[src/rtl/adder_pkg.sv]
// ============================================================================
// adder_pkg : shared constants and helpers for the pipelined adder family
// Rev 1.0
// ============================================================================
`default_nettype none

package adder_pkg;

  // Mode select on the sub input
  localparam logic ADD = 1'b0;
  localparam logic SUB = 1'b1;

  function automatic int seg_width(input int width, input int nstages);
    return width / nstages;
  endfunction

endpackage

`default_nettype wire

[src/rtl/adder_segment.sv]
// ============================================================================
// adder_segment : SEGW-bit combinational full adder with MSB carry-in tap
// Rev 1.0
// ============================================================================
`default_nettype none

module adder_segment #(
  parameter int SEGW = 8
) (
  input  logic [SEGW-1:0] a,
  input  logic [SEGW-1:0] b,
  input  logic            cin,
  output logic [SEGW-1:0] sum,
  output logic            cout,
  output logic            msb_cin
);

  logic [SEGW:0] total;

  assign total = {1'b0, a} + {1'b0, b} + {{SEGW{1'b0}}, cin};
  assign sum   = total[SEGW-1:0];
  assign cout  = total[SEGW];
  // Carry into the top bit recovered from the sum bit: s = a ^ b ^ c
  assign msb_cin = a[SEGW-1] ^ b[SEGW-1] ^ sum[SEGW-1];

endmodule

`default_nettype wire

[src/rtl/pipelined_adder_nbit.sv]
// ============================================================================
// pipelined_adder_nbit : WIDTH-bit add/sub, carry chain cut into NSTAGES regs
// Rev 1.0
// ============================================================================
`default_nettype none

module pipelined_adder_nbit
  import adder_pkg::*;
#(
  parameter int WIDTH   = 16,
  parameter int NSTAGES = 2
) (
  input  logic             clk,
  input  logic             rst_n,
  input  logic             in_valid,
  output logic             in_ready,
  input  logic [WIDTH-1:0] a,
  input  logic [WIDTH-1:0] b,
  input  logic             cin,
  input  logic             sub,
  output logic             out_valid,
  input  logic             out_ready,
  output logic [WIDTH-1:0] sum,
  output logic             cout,
  output logic             ovf
);

  localparam int SEGW = seg_width(WIDTH, NSTAGES);

  if (NSTAGES < 1 || NSTAGES > WIDTH) begin : g_chk_range
    $error("pipelined_adder_nbit: NSTAGES must be in 1..WIDTH");
  end
  if (WIDTH % NSTAGES != 0) begin : g_chk_div
    $error("pipelined_adder_nbit: WIDTH must be divisible by NSTAGES");
  end

  // Single enable for the whole pipe: a stalled output freezes every stage.
  logic adv;
  assign adv      = !out_valid || out_ready;
  assign in_ready = adv;

  for (genvar k = 0; k < NSTAGES; k++) begin : g_stage
    localparam int LO   = k * SEGW;
    localparam int DONE = LO + SEGW;
    localparam int REM  = WIDTH - DONE;

    logic [WIDTH-LO-1:0] opa;
    logic [WIDTH-LO-1:0] opb;
    logic                op_sub;
    logic                seg_cin;
    logic                vld_in;
    logic [DONE-1:0]     res_d;
    logic [SEGW-1:0]     seg_b;
    logic [SEGW-1:0]     seg_sum;
    logic                seg_cout;
    logic                msb_cin_tap;

    logic                vld_q;
    logic                carry_q;
    logic [DONE-1:0]     res_q;

    if (k == 0) begin : g_head
      assign opa     = a;
      assign opb     = b;
      assign op_sub  = sub;
      assign seg_cin = (sub == SUB) ? 1'b1 : cin;
      assign vld_in  = in_valid;
      assign res_d   = seg_sum;
    end else begin : g_body
      assign opa     = g_stage[k-1].g_skew.a_q;
      assign opb     = g_stage[k-1].g_skew.b_q;
      assign op_sub  = g_stage[k-1].g_skew.sub_q;
      assign seg_cin = g_stage[k-1].carry_q;
      assign vld_in  = g_stage[k-1].vld_q;
      assign res_d   = {seg_sum, g_stage[k-1].res_q};
    end

    assign seg_b = (op_sub == SUB) ? ~opb[SEGW-1:0] : opb[SEGW-1:0];

    adder_segment #(
      .SEGW (SEGW)
    ) u_seg (
      .a       (opa[SEGW-1:0]),
      .b       (seg_b),
      .cin     (seg_cin),
      .sum     (seg_sum),
      .cout    (seg_cout),
      .msb_cin (msb_cin_tap)
    );

    always_ff @(posedge clk or negedge rst_n) begin
      if (!rst_n) begin
        vld_q   <= 1'b0;
        carry_q <= 1'b0;
        res_q   <= '0;
      end else if (adv) begin
        vld_q   <= vld_in;
        carry_q <= seg_cout;
        res_q   <= res_d;
      end
    end

    // Operand bits still waiting for a later segment, plus the op's mode.
    if (k < NSTAGES - 1) begin : g_skew
      logic [REM-1:0] a_q;
      logic [REM-1:0] b_q;
      logic           sub_q;

      always_ff @(posedge clk or negedge rst_n) begin
        if (!rst_n) begin
          a_q   <= '0;
          b_q   <= '0;
          sub_q <= 1'b0;
        end else if (adv) begin
          a_q   <= opa[WIDTH-LO-1:SEGW];
          b_q   <= opb[WIDTH-LO-1:SEGW];
          sub_q <= op_sub;
        end
      end
    end

    if (k == NSTAGES - 1) begin : g_tail
      logic ovf_q;

      always_ff @(posedge clk or negedge rst_n) begin
        if (!rst_n) begin
          ovf_q <= 1'b0;
        end else if (adv) begin
          ovf_q <= msb_cin_tap ^ seg_cout;
        end
      end
    end else begin : g_mid
      // Only the MSB segment's carry-in tap feeds overflow.
      logic unused_msb_cin;
      assign unused_msb_cin = msb_cin_tap;
    end
  end

  assign out_valid = g_stage[NSTAGES-1].vld_q;
  assign sum       = g_stage[NSTAGES-1].res_q;
  assign cout      = g_stage[NSTAGES-1].carry_q;
  assign ovf       = g_stage[NSTAGES-1].g_tail.ovf_q;

endmodule

`default_nettype wire
[config.mk]
export PLATFORM = sky130hd
export DESIGN_NAME = pipelined_adder_nbit
export DESIGN_NICKNAME = d
export VERILOG_FILES = /design/src/rtl/adder_pkg.sv /design/src/rtl/adder_segment.sv /design/src/rtl/pipelined_adder_nbit.sv
export SDC_FILE = /design/constraint.sdc
export NUM_CORES = 1
export LEC_CHECK = 0
export ABC_CLOCK_PERIOD_IN_PS = 5000
export BUFFER_PORTS_ARGS = -buffer_cell sky130_fd_sc_hd__buf_4
export CAP_MARGIN = 30
export CORE_AREA = 2 2 81 83
export DETAILED_ROUTE_END_ITERATION = 10
export DIE_AREA = 0 0 83 85
export PLACE_DENSITY_LB_ADDON = 0.12
export SLEW_MARGIN = 20
export SYNTH_ARGS = -nofsm -noshare
export SYNTH_HDL_FRONTEND = slang
export SYNTH_HIERARCHICAL = 1
export SYNTH_SLANG_ARGS = --single-unit
export TNS_END_PERCENT = 5
[constraint.sdc]
create_clock -name clk -period 5 [get_ports clk]
set_input_delay 0.75 -clock clk [delete_from_list [all_inputs] [get_ports clk]]
set_output_delay 0.75 -clock clk [all_outputs]
set_load 0.03 [all_outputs]
After elaboration in Yosys (flattened, before gate mapping) --
Cells that the tools add are included.
Word-level totals: register bits after elaboration 46, input port bits 38, logic and storage cells 24
Operators by class: add/sub/neg operators 4, muxes and demuxes 3, bitwise operators 5, reduce and logical (&&, ||, !) cells 2
Operators with widths (number):
- 8-bit by 8-bit adder with 9-bit output | 2
- 9-bit by 1-bit adder with 9-bit output | 2
- 8-bit 2-to-1 mux | 2
- 8-bit inverter | 2
- 1-bit XOR | 3
- 1-bit logical NOT | 1
- 1-bit logical OR | 1
- 1-bit 2-to-1 mux | 1

Depth between registers and ports, before layout --
Gate-level depths: netlist (run 1).
depth in word-level cells 6, mapped depth 9, depth with buffers taken out 8

Modules after synthesis --
Netlist (run 1), hierarchy kept.
Modules (own cells, without submodules):
- pipelined_adder_nbit | times used 1, cells an instance 118, area each 1998.2 µm², sequential area each 1151.1 µm²
- adder_segment at g_stage[1].u_seg | times used 1, cells an instance 43, area each 364.1 µm², sequential area each 0.0 µm²
- adder_segment at g_stage[0].u_seg | times used 1, cells an instance 41, area each 327.8 µm², sequential area each 0.0 µm²

Worst setup path after synthesis (run 1) --
No wires, ideal clock.
path type in2reg, from input port sub, to register g_stage[0].carry_q, setup time 0.125 ns, data arrival time 2.840 ns, data required time 4.875 ns, path slack 2.036 ns, stages 9, buffers on the path 1, path through buf_2 > or2_2 > fa_1 > fa_1 > a21oi_1 > nor2b_1 > a31oi_1 > o21ai_0 > mux2_2
On the way: elaborated cells between the ends (all ways) 4
RTL lines:
- start: declaration | RTL line pipelined_adder_nbit.sv:20 | input logic sub,
- 1-bit 2-to-1 mux | RTL line pipelined_adder_nbit.sv:66 | assign seg_cin = (sub == SUB) ? 1'b1 : cin;
- net g_stage[0].seg_cin | RTL line pipelined_adder_nbit.sv:50 | logic seg_cin;
- 9-bit by 1-bit adder with 9-bit output | RTL line adder_segment.sv:20 | assign total = {1'b0, a} + {1'b0, b} + {{SEGW{1'b0}}, cin};
- net g_stage[0].seg_cout | RTL line pipelined_adder_nbit.sv:55 | logic seg_cout;
- end signal: assignment | RTL line pipelined_adder_nbit.sv:98 | carry_q <= seg_cout;
- end: declaration | RTL line pipelined_adder_nbit.sv:59 | logic carry_q;
The timed path passes the listed nets, and every way through them passes these cells. A chain may end at the register's enable or synchronous reset.

Worst setup path in the final report (run 1) --
Ends and elaborated chain as after synthesis.

==> flow_summary.json, run 1 <==
{
  "ir_drop_mv": 0.272,
  "r2r_start": "g_stage[0].g_skew.sub_q$_DFFE_PN0P_",
  "cts_sinks": 46,
  "drtAntennaViolNets": 0,
  "finalSetupTns_ns": 0,
  "powerDensity_nw_per_um2": 474,
  "min_path_type": "input port to asynchronous set/reset pin",
  "r2r_cells": 8,
  "cts_resized": 0,
  "drt_first_pass_iters": 4,
  "worstPathRequired_ns": 5.18,
  "wl_mm": 4.62,
  "hold_violations": 0,
  "grt_setup_unrepaired": "no",
  "grt_first_pass_wirelength_mm": 8.20,
  "synthCells": 200,
  "fp.dieW_um": 83,
  "crit_path_start_kind": "input port",
  "slew_violations": 0,
  "antenna_found_initial": 0,
  "post-route-min-period_ns": 2.78,
  "fin_crit_sh_pct": 55.5,
  "cts-root-buf": "clkbuf_8",
  "leakage_nw": 1.56,
  "postCtsSetupBuffers": 0,
  "io_buffers": 57,
  "grt_usage_pct": 14.4,
  "core-area_sq_um": 6200,
  "wl_per_cell_um": 13.8,
  "routed_via_density": 4.93,
  "postCtsHoldBufs": 0,
  "postLayoutCoreUtil_pct": 52.1,
  "drc_errors": 0,
  "grt_max_degree": 48,
  "gp_congestion": 0.772,
  "finClkSkew_ns": 0.00544,
  "syn_area_sq_um": 2680,
  "grt_overflow": 0,
  "cts_tree": "yes",
  "num_rows": 29,
  "regToRegSetupSlack_ns": 2.26,
  "grt_pass1_vias": 1690,
  "cts_max_level": 2,
  "hpwl_mm": 3.33,
  "drt_iter0_markers": 35,
  "fp.dieArea_sq_um": 7060,
  "fin_nets": 313,
  "diodes": 0,
  "nFillCells": 565,
  "clk_pin_slew_ns": 0.08,
  "ys_warn_count": 6,
  "critical_path_arrival_ns": 2.96,
  "cts_buffer_depth": 2,
  "drive_gt1_share_pct": 46.1,
  "max_slew_margin_pct": 47.9,
  "syn_to_final_growth_pct": 20.7,
  "finalSetupViolCount": 0,
  "rr_endpoint": "ovf$_DFFE_PN0P_",
  "status": "finished, final reports clean",
  "max_freq_ghz": 0.360,
  "crit_type": "input port to flop",
  "worst_pin_slew_ns": 0.780,
  "ioPinCount": 58,
  "insertion_delay_ns": 0.29,
  "avgSynthCellArea_sq_um": 13.4,
  "synth.net_count": 256,
  "worstPathMaxFanout": 10,
  "start_util_pct": 43.2,
  "fp.dieH_um": 85,
  "vias": 1652,
  "max-cap-violations": 0,
  "crit_path_end_kind": "flop",
  "cts_buffers": 5
}
[placed cells by master (no fill, tap or decap), types with 3 or more instances in the layout]
cell and count:
buf_4 57, dfrtp_1 46, mux2_4 28, xor2_1 20, mux2_2 17, ha_1 14, a21oi_1 7, nand2_1 7
clkbuf_8 6, xnor2_1 6, a21oi_2 4, inv_1 4, fa_1 4, nand3_1 3, nor3_1 3, a21o_1 3
a311o_1 3
[worst max-delay path by stage]
stage,start,to,slack (ns),cells past startpoint
floorplan,sub,g_stage[0].carry_q$_DFFE_PN0P_,2.04,9
global placement,sub,g_stage[0].carry_q$_DFFE_PN0P_,1.96,9
detailed placement,sub,g_stage[0].carry_q$_DFFE_PN0P_,1.93,9
CTS,g_stage[0].g_skew.sub_q$_DFFE_PN0P_,ovf$_DFFE_PN0P_,2.24,8
global route,sub,g_stage[0].carry_q$_DFFE_PN0P_,2.02,9
finish,sub,g_stage[0].carry_q$_DFFE_PN0P_,2.22,9
[routing by layer]
metal	track usage [%]	up-vias	part of all wire, %
met5	0	-	0
met4	3.58	0	0.52
met3	4.18	2	4.3
met2	22.1	33	43
met1	20.2	788	52
li1	-	829	-
[layout make-up]
type	count	area (sq um)	area share, %
clock buffers	7	86.3	2.67
repair buffers	57	428	13.2
flip-flops and latches	46	1150	35.6
clock inverters	1	5.00	0.155
inverters	5	18.8	0.580
well taps	77	96.3	2.98
multi-input cells	142	1450	44.8
[flip-flops by register name, summed over array words and instances, names as in the netlist]
signal                cells
cout                      1
g_stage.carry_q           1
g_stage.g_skew.a_q        8
g_stage.g_skew.b_q        8
g_stage.g_skew.sub_q      1
g_stage.res_q             8
g_stage.vld_q             1
out_valid                 1
ovf                       1
sum                      16
[stage by stage]
step	total power (W)	hold slack (ns)	setup slack [ns]	area (sq um)	std cells
after floorplan	0.00110	0.430	2.04	2680	200
after global placement	0.00131	0.443	1.96	3140	327
after detailed placement	0.00132	0.455	1.93	3140	327
after CTS	0.00156	0.464	2.24	3230	335
after global routing	0.00164	0.487	2.02	3230	335
final	0.00153	0.447	2.22	3230	335
[power breakdown]
part | leakage (nW) | switching (W) | internal (W)
clock | 0.0482 | 0.000117 | 0.000112
sequential | 0.536 | 0.0000737 | 0.000487
combinational | 0.976 | 0.000367 | 0.000377
[worst max-delay path: stages]
cell and delay (ns):
buf_4 0.16, or2_2 0.31, fa_1 0.43, fa_1 0.42, a21oi_1 0.15, nor2b_1 0.08, a31oi_1 0.25, o21ai_0 0.13
mux2_2 0.27
(Power assumes the default switching activity.)
==> inputs of run 2 (changes only) <==
Settings changed: ABC_CLOCK_PERIOD_IN_PS 5000 to 2800.
Clock period 5 ns to 2.8 ns, I/O delays scaled along.
==> flow_summary.json, run 2 (synthesis gave the netlist of run 1 again) <==
{
  "grt_use_met3_pct": 3.40,
  "crit_path_start_kind": "flop",
  "drc_errors": 0,
  "start_util_pct": 43.2,
  "drt_first_pass_iters": 4,
  "met2_usage_pct": 21.3,
  "cts-root-buf": "clkbuf_8",
  "post-route-min-period_ns": 2.46,
  "cts_sinks": 46,
  "grt_usage_pct": 13.7,
  "finClkSkew_ns": 0.00766,
  "grt_overflow": 0,
  "num_rows": 29,
  "leakage_nw": 1.57,
  "status": "finished, final reports clean",
  "ioPinCount": 58,
  "ir_drop_mv": 0.430,
  "r2r_cells": 8,
  "crit_path_end_kind": "flop",
  "cts_tree": "yes",
  "mostFrequentLayoutCells": "buf_4, dfrtp_1, mux2_4",
  "grt_util_met1_pct": 19.3,
  "drt_iter0_markers": 35,
  "postCtsHoldBufs": 0,
  "drtAntennaViolNets": 0,
  "dp.cells": 330,
  "drive_gt1_share_pct": 46.7,
  "grt_setup_unrepaired": "no",
  "finalSetupViolCount": 0,
  "postCtsSetupBuffers": 0,
  "fp.dieW_um": 83,
  "cts_buffers": 5,
  "grt_first_pass_wirelength_mm": 7.97,
  "cts_buffer_depth": 2,
  "grt-busiest-layer": "met2",
  "worst_pin_slew_ns": 0.610,
  "largest_reg_flops": 16,
  "antenna_found_initial": 0,
  "min_path_type": "input port to asynchronous set/reset pin",
  "wl_per_cell_um": 13.3,
  "fin_cells": 338,
  "max_slew_margin_pct": 59.3,
  "max_freq_ghz": 0.406,
  "insertion_delay_ns": 0.29,
  "hpwl_mm": 3.32,
  "io_buffers": 57,
  "cts_resized": 0,
  "r2r_start": "g_stage[0].g_skew.sub_q$_DFFE_PN0P_",
  "grt_pass1_vias": 1683,
  "syn_to_final_growth_pct": 21.6,
  "grt_max_degree": 47,
  "p_total_w": 0.00274,
  "wl_mm": 4.49,
  "diodes": 0,
  "max-cap-violations": 0,
  "regToRegSetupSlack_ns": 0.34,
  "core-area_sq_um": 6200,
  "rr_endpoint": "ovf$_DFFE_PN0P_",
  "critical_path_arrival_ns": 2.65,
  "placed_cell_area_sq_um": 3170,
  "fin_crit_sh_pct": 88.0,
  "fin_nets": 316,
  "cts_max_level": 2,
  "fp.dieH_um": 85,
  "final_common_cell": "buf_4",
  "worstPathRequired_ns": 2.99,
  "crit_type": "flop to flop",
  "fp.dieArea_sq_um": 7060,
  "hold_violations": 0,
  "crit_end": "ovf$_DFFE_PN0P_",
  "worstPathMaxFanout": 2,
  "powerDensity_nw_per_um2": 841,
  "final_area_sq_um": 3260,
  "vias": 1680,
  "gp_congestion": 0.783,
  "slew_violations": 0,
  "clk_pin_slew_ns": 0.08,
  "finalSetupTns_ns": 0,
  "routed_via_density": 4.97,
  "worstSetupStartpoint": "g_stage[0].g_skew.sub_q$_DFFE_PN0P_"
}
run 2: where the power goes:
part / internal (W) / switching [W]
Sequential: 0.000870 / 0.000119
Combinational: 0.000677 / 0.000668
Clock: 0.000199 / 0.000205
Total: 0.00175 / 0.000993
run 2: per-layer routing:
metal,vias up,wire (um)
li1,835,-
met5,-,0
met4,0,54
met2,33,1970
met1,806,2270
met3,6,197
run 2: cell type report:
cell class / instances / area, sq um
clock inverters: 1 / 5.00
well taps: 77 / 96.3
clock buffers: 7 / 86.3
fillers: 551 / 2950
flip-flops and latches: 46 / 1150
repair buffers: 60 / 450
inverters: 5 / 18.8
multi-input cells: 142 / 1450
run 2: critical path: stages, from the launching register on:
cell     delay, ns
dfrtp_1       0.39
xor2_1        0.18
fa_1          0.45
fa_1          0.41
a21oi_1       0.22
o21a_1        0.18
o21ai_1       0.11
xor2_1        0.17
mux2_2        0.26
run 2: worst min-delay path by stage:
| stage | endpoint | slack (ns) | depth (start not counted) |
|---|---|---|---|
| floorplan | cout$_DFFE_PN0P_ | 0.12 | 0 |
| global placement | out_valid$_DFFE_PN0P_ | 0.45 | 1 |
| detailed placement | sum[0]$_DFFE_PN0P_ | 0.46 | 1 |
| CTS | sum[0]$_DFFE_PN0P_ | 0.13 | 1 |
| global route | sum[0]$_DFFE_PN0P_ | 0.16 | 1 |
| finish | sum[0]$_DFFE_PN0P_ | 0.11 | 1 |
run 2: per-stage QoR:
| step | worst slack [ns] | utilization [%] | hold WS (ns) |
|---|---|---|---|
| floorplan | 0.166 | - | 0.124 |
| global route | 0.164 | 52.5 | 0.161 |
| global placement | 0.149 | 51.0 | 0.447 |
| finish | 0.336 | 52.5 | 0.113 |
| detailed placement | 0.131 | 51.0 | 0.460 |
| CTS | 0.314 | 52.5 | 0.134 |
==> inputs of run 3 (changes only) <==
Settings changed: CELL_PAD_IN_SITES_DETAIL_PLACEMENT from default to 1, CELL_PAD_IN_SITES_GLOBAL_PLACEMENT from default to 2, CORE_AREA 2 2 81 83 to 2 2 89 91, DIE_AREA 0 0 83 85 to 0 0 91 93.
==> flow_summary.json, run 3 (synthesis gave the netlist of run 1 again) <==
{
  "ir_drop_mv": 0.230,
  "max_freq_ghz": 0.398,
  "finClkSkew_ns": 0.00709,
  "clk_pin_slew_ns": 0.09,
  "max-cap-violations": 0,
  "cts_max_level": 2,
  "antenna_found_initial": 0,
  "worstPathRequired_ns": 2.99,
  "worst_pin_slew_ns": 0.625,
  "route.met3.wl_um": 209,
  "wl_per_cell_um": 14.2,
  "mostFrequentLayoutCells": "buf_4, dfrtp_1, mux2_4",
  "top_layer_used": "met4",
  "postCtsHoldBufs": 0,
  "holdWs_ns": 0.120,
  "start_util_pct": 35.6,
  "cts_tree": "yes",
  "cp_top_family": "adder cells",
  "grt_pass1_vias": 1800,
  "fp.dieH_um": 93,
  "hpwl_mm": 3.86,
  "cts-root-buf": "clkbuf_8",
  "wl_met2_mm": 2.55,
  "gp_congestion": 0.746,
  "syn_to_final_growth_pct": 23.4,
  "cts_buffers": 5,
  "grt_setup_unrepaired": "no",
  "hold_violations": 0,
  "path_cells": "xor2_1 > fa_1 > fa_1 > a21oi_1 > o21a_1 > o21ai_1 > xor2_1 > mux2_2",
  "num_rows": 32,
  "nFillCells": 846,
  "insertion_delay_ns": 0.30,
  "routed_via_density": 4.69,
  "status": "finished, final reports clean",
  "vias": 1702,
  "core-area_sq_um": 7530,
  "worstPathMaxFanout": 2,
  "io_buffers": 57,
  "post-route-min-period_ns": 2.51,
  "routedLengthMet1_mm": 2.32,
  "ioPinCount": 58,
  "cp_slowest_cell": "fa_1",
  "drive_gt1_share_pct": 46.7,
  "finalSetupViolCount": 0,
  "critPathMaxStageDelay_ns": 0.45,
  "final_common_cell": "buf_4",
  "cts_buffer_depth": 2,
  "wl_mm": 5.16,
  "setup_ws_ns": 0.287,
  "fin_cells": 363,
  "fin_nets": 316,
  "largest_reg_flops": 16,
  "powerDensity_nw_per_um2": 863,
  "max_slew_margin_pct": 58.4,
  "placed_cell_area_sq_um": 3200,
  "fp.dieArea_sq_um": 8460,
  "diodes": 0,
  "grt_usage_pct": 13.0,
  "leakage_nw": 1.58,
  "drt_iter0_markers": 23,
  "drtAntennaViolNets": 0,
  "cts_sinks": 46,
  "fp.dieW_um": 91,
  "finalSetupTns_ns": 0,
  "postCtsSetupBuffers": 0,
  "crit_path_start_kind": "flop",
  "fin_crit_sh_pct": 89.7,
  "grt_first_pass_wirelength_mm": 8.81,
  "min_path_type": "input port to asynchronous set/reset pin",
  "final_area_sq_um": 3310,
  "grt_overflow": 0,
  "critical_path_arrival_ns": 2.70,
  "drt_first_pass_iters": 3,
  "cp_num_buf_inv": 0,
  "crit_type": "flop to flop",
  "cts_resized": 0,
  "slew_violations": 0,
  "drc_errors": 0,
  "dp.cells": 355,
  "crit_path_end_kind": "flop",
  "grt_max_degree": 47,
  "pre_cts_ws_ns": 0.0685
}
[run 3: cell count changes in the layout (fill, tap and decap cells not counted)]
cell        change
bufinv_16       +1
clkbuf_8        -1
clkinv_2        -1
clkinvlp_4      +1
[run 3: metrics by stage]
stage	util (%)	power, W
4_1_cts	43.9	0.00290
3_3_place_gp	42.5	0.00237
2_1_floorplan	-	0.00197
3_5_place_dp	42.5	0.00238
5_1_grt	43.9	0.00305
6_report	43.9	0.00285
[run 3: final timing paths]
kind / from / endpoint / slack (ns) / cells past startpoint
worst max-delay path: g_stage[0].g_skew.sub_q$_DFFE_PN0P_ / ovf$_DFFE_PN0P_ / 0.29 / 8
worst min-delay path: rst_n / g_stage[0].g_skew.b_q[4]$_DFFE_PN0P_ / 0.12 / 1
worst max register to register: g_stage[0].g_skew.sub_q$_DFFE_PN0P_ / ovf$_DFFE_PN0P_ / 0.29 / 8
worst min register to register: g_stage[0].vld_q$_DFFE_PN0P_ / out_valid$_DFFE_PN0P_ / 0.46 / 1
max in group asynchronous: rst_n / g_stage[0].g_skew.b_q[7]$_DFFE_PN0P_ / 2.28 / 1
min in group clk: b[9] / g_stage[0].g_skew.b_q[1]$_DFFE_PN0P_ / 0.35 / 2
[run 3: where the power goes]
group / internal, W / switching (W)
sequential: 0.000870 / 0.000118
clock: 0.000267 / 0.000234
combinational: 0.000680 / 0.000685
[run 3: area by class of cell]
| cell class | count | area (sq um) | share of cell area, % |
|---|---|---|---|
| multi-input cells | 142 | 1450 | 43.8 |
| flip-flops and latches | 46 | 1150 | 34.8 |
| repair buffers | 60 | 450 | 13.6 |
| well taps | 102 | 128 | 3.86 |
| clock buffers | 6 | 72.6 | 2.19 |
| clock inverters | 2 | 37.5 | 1.14 |
| inverters | 5 | 18.8 | 0.568 |
[run 3: layer usage]
layer / vias up / GRT usage, %
met3: 5 / 2.90
li1: 828 / -
met4: 0 / 4.17
met2: 35 / 22.0
met5: - / 0
met1: 834 / 16.6
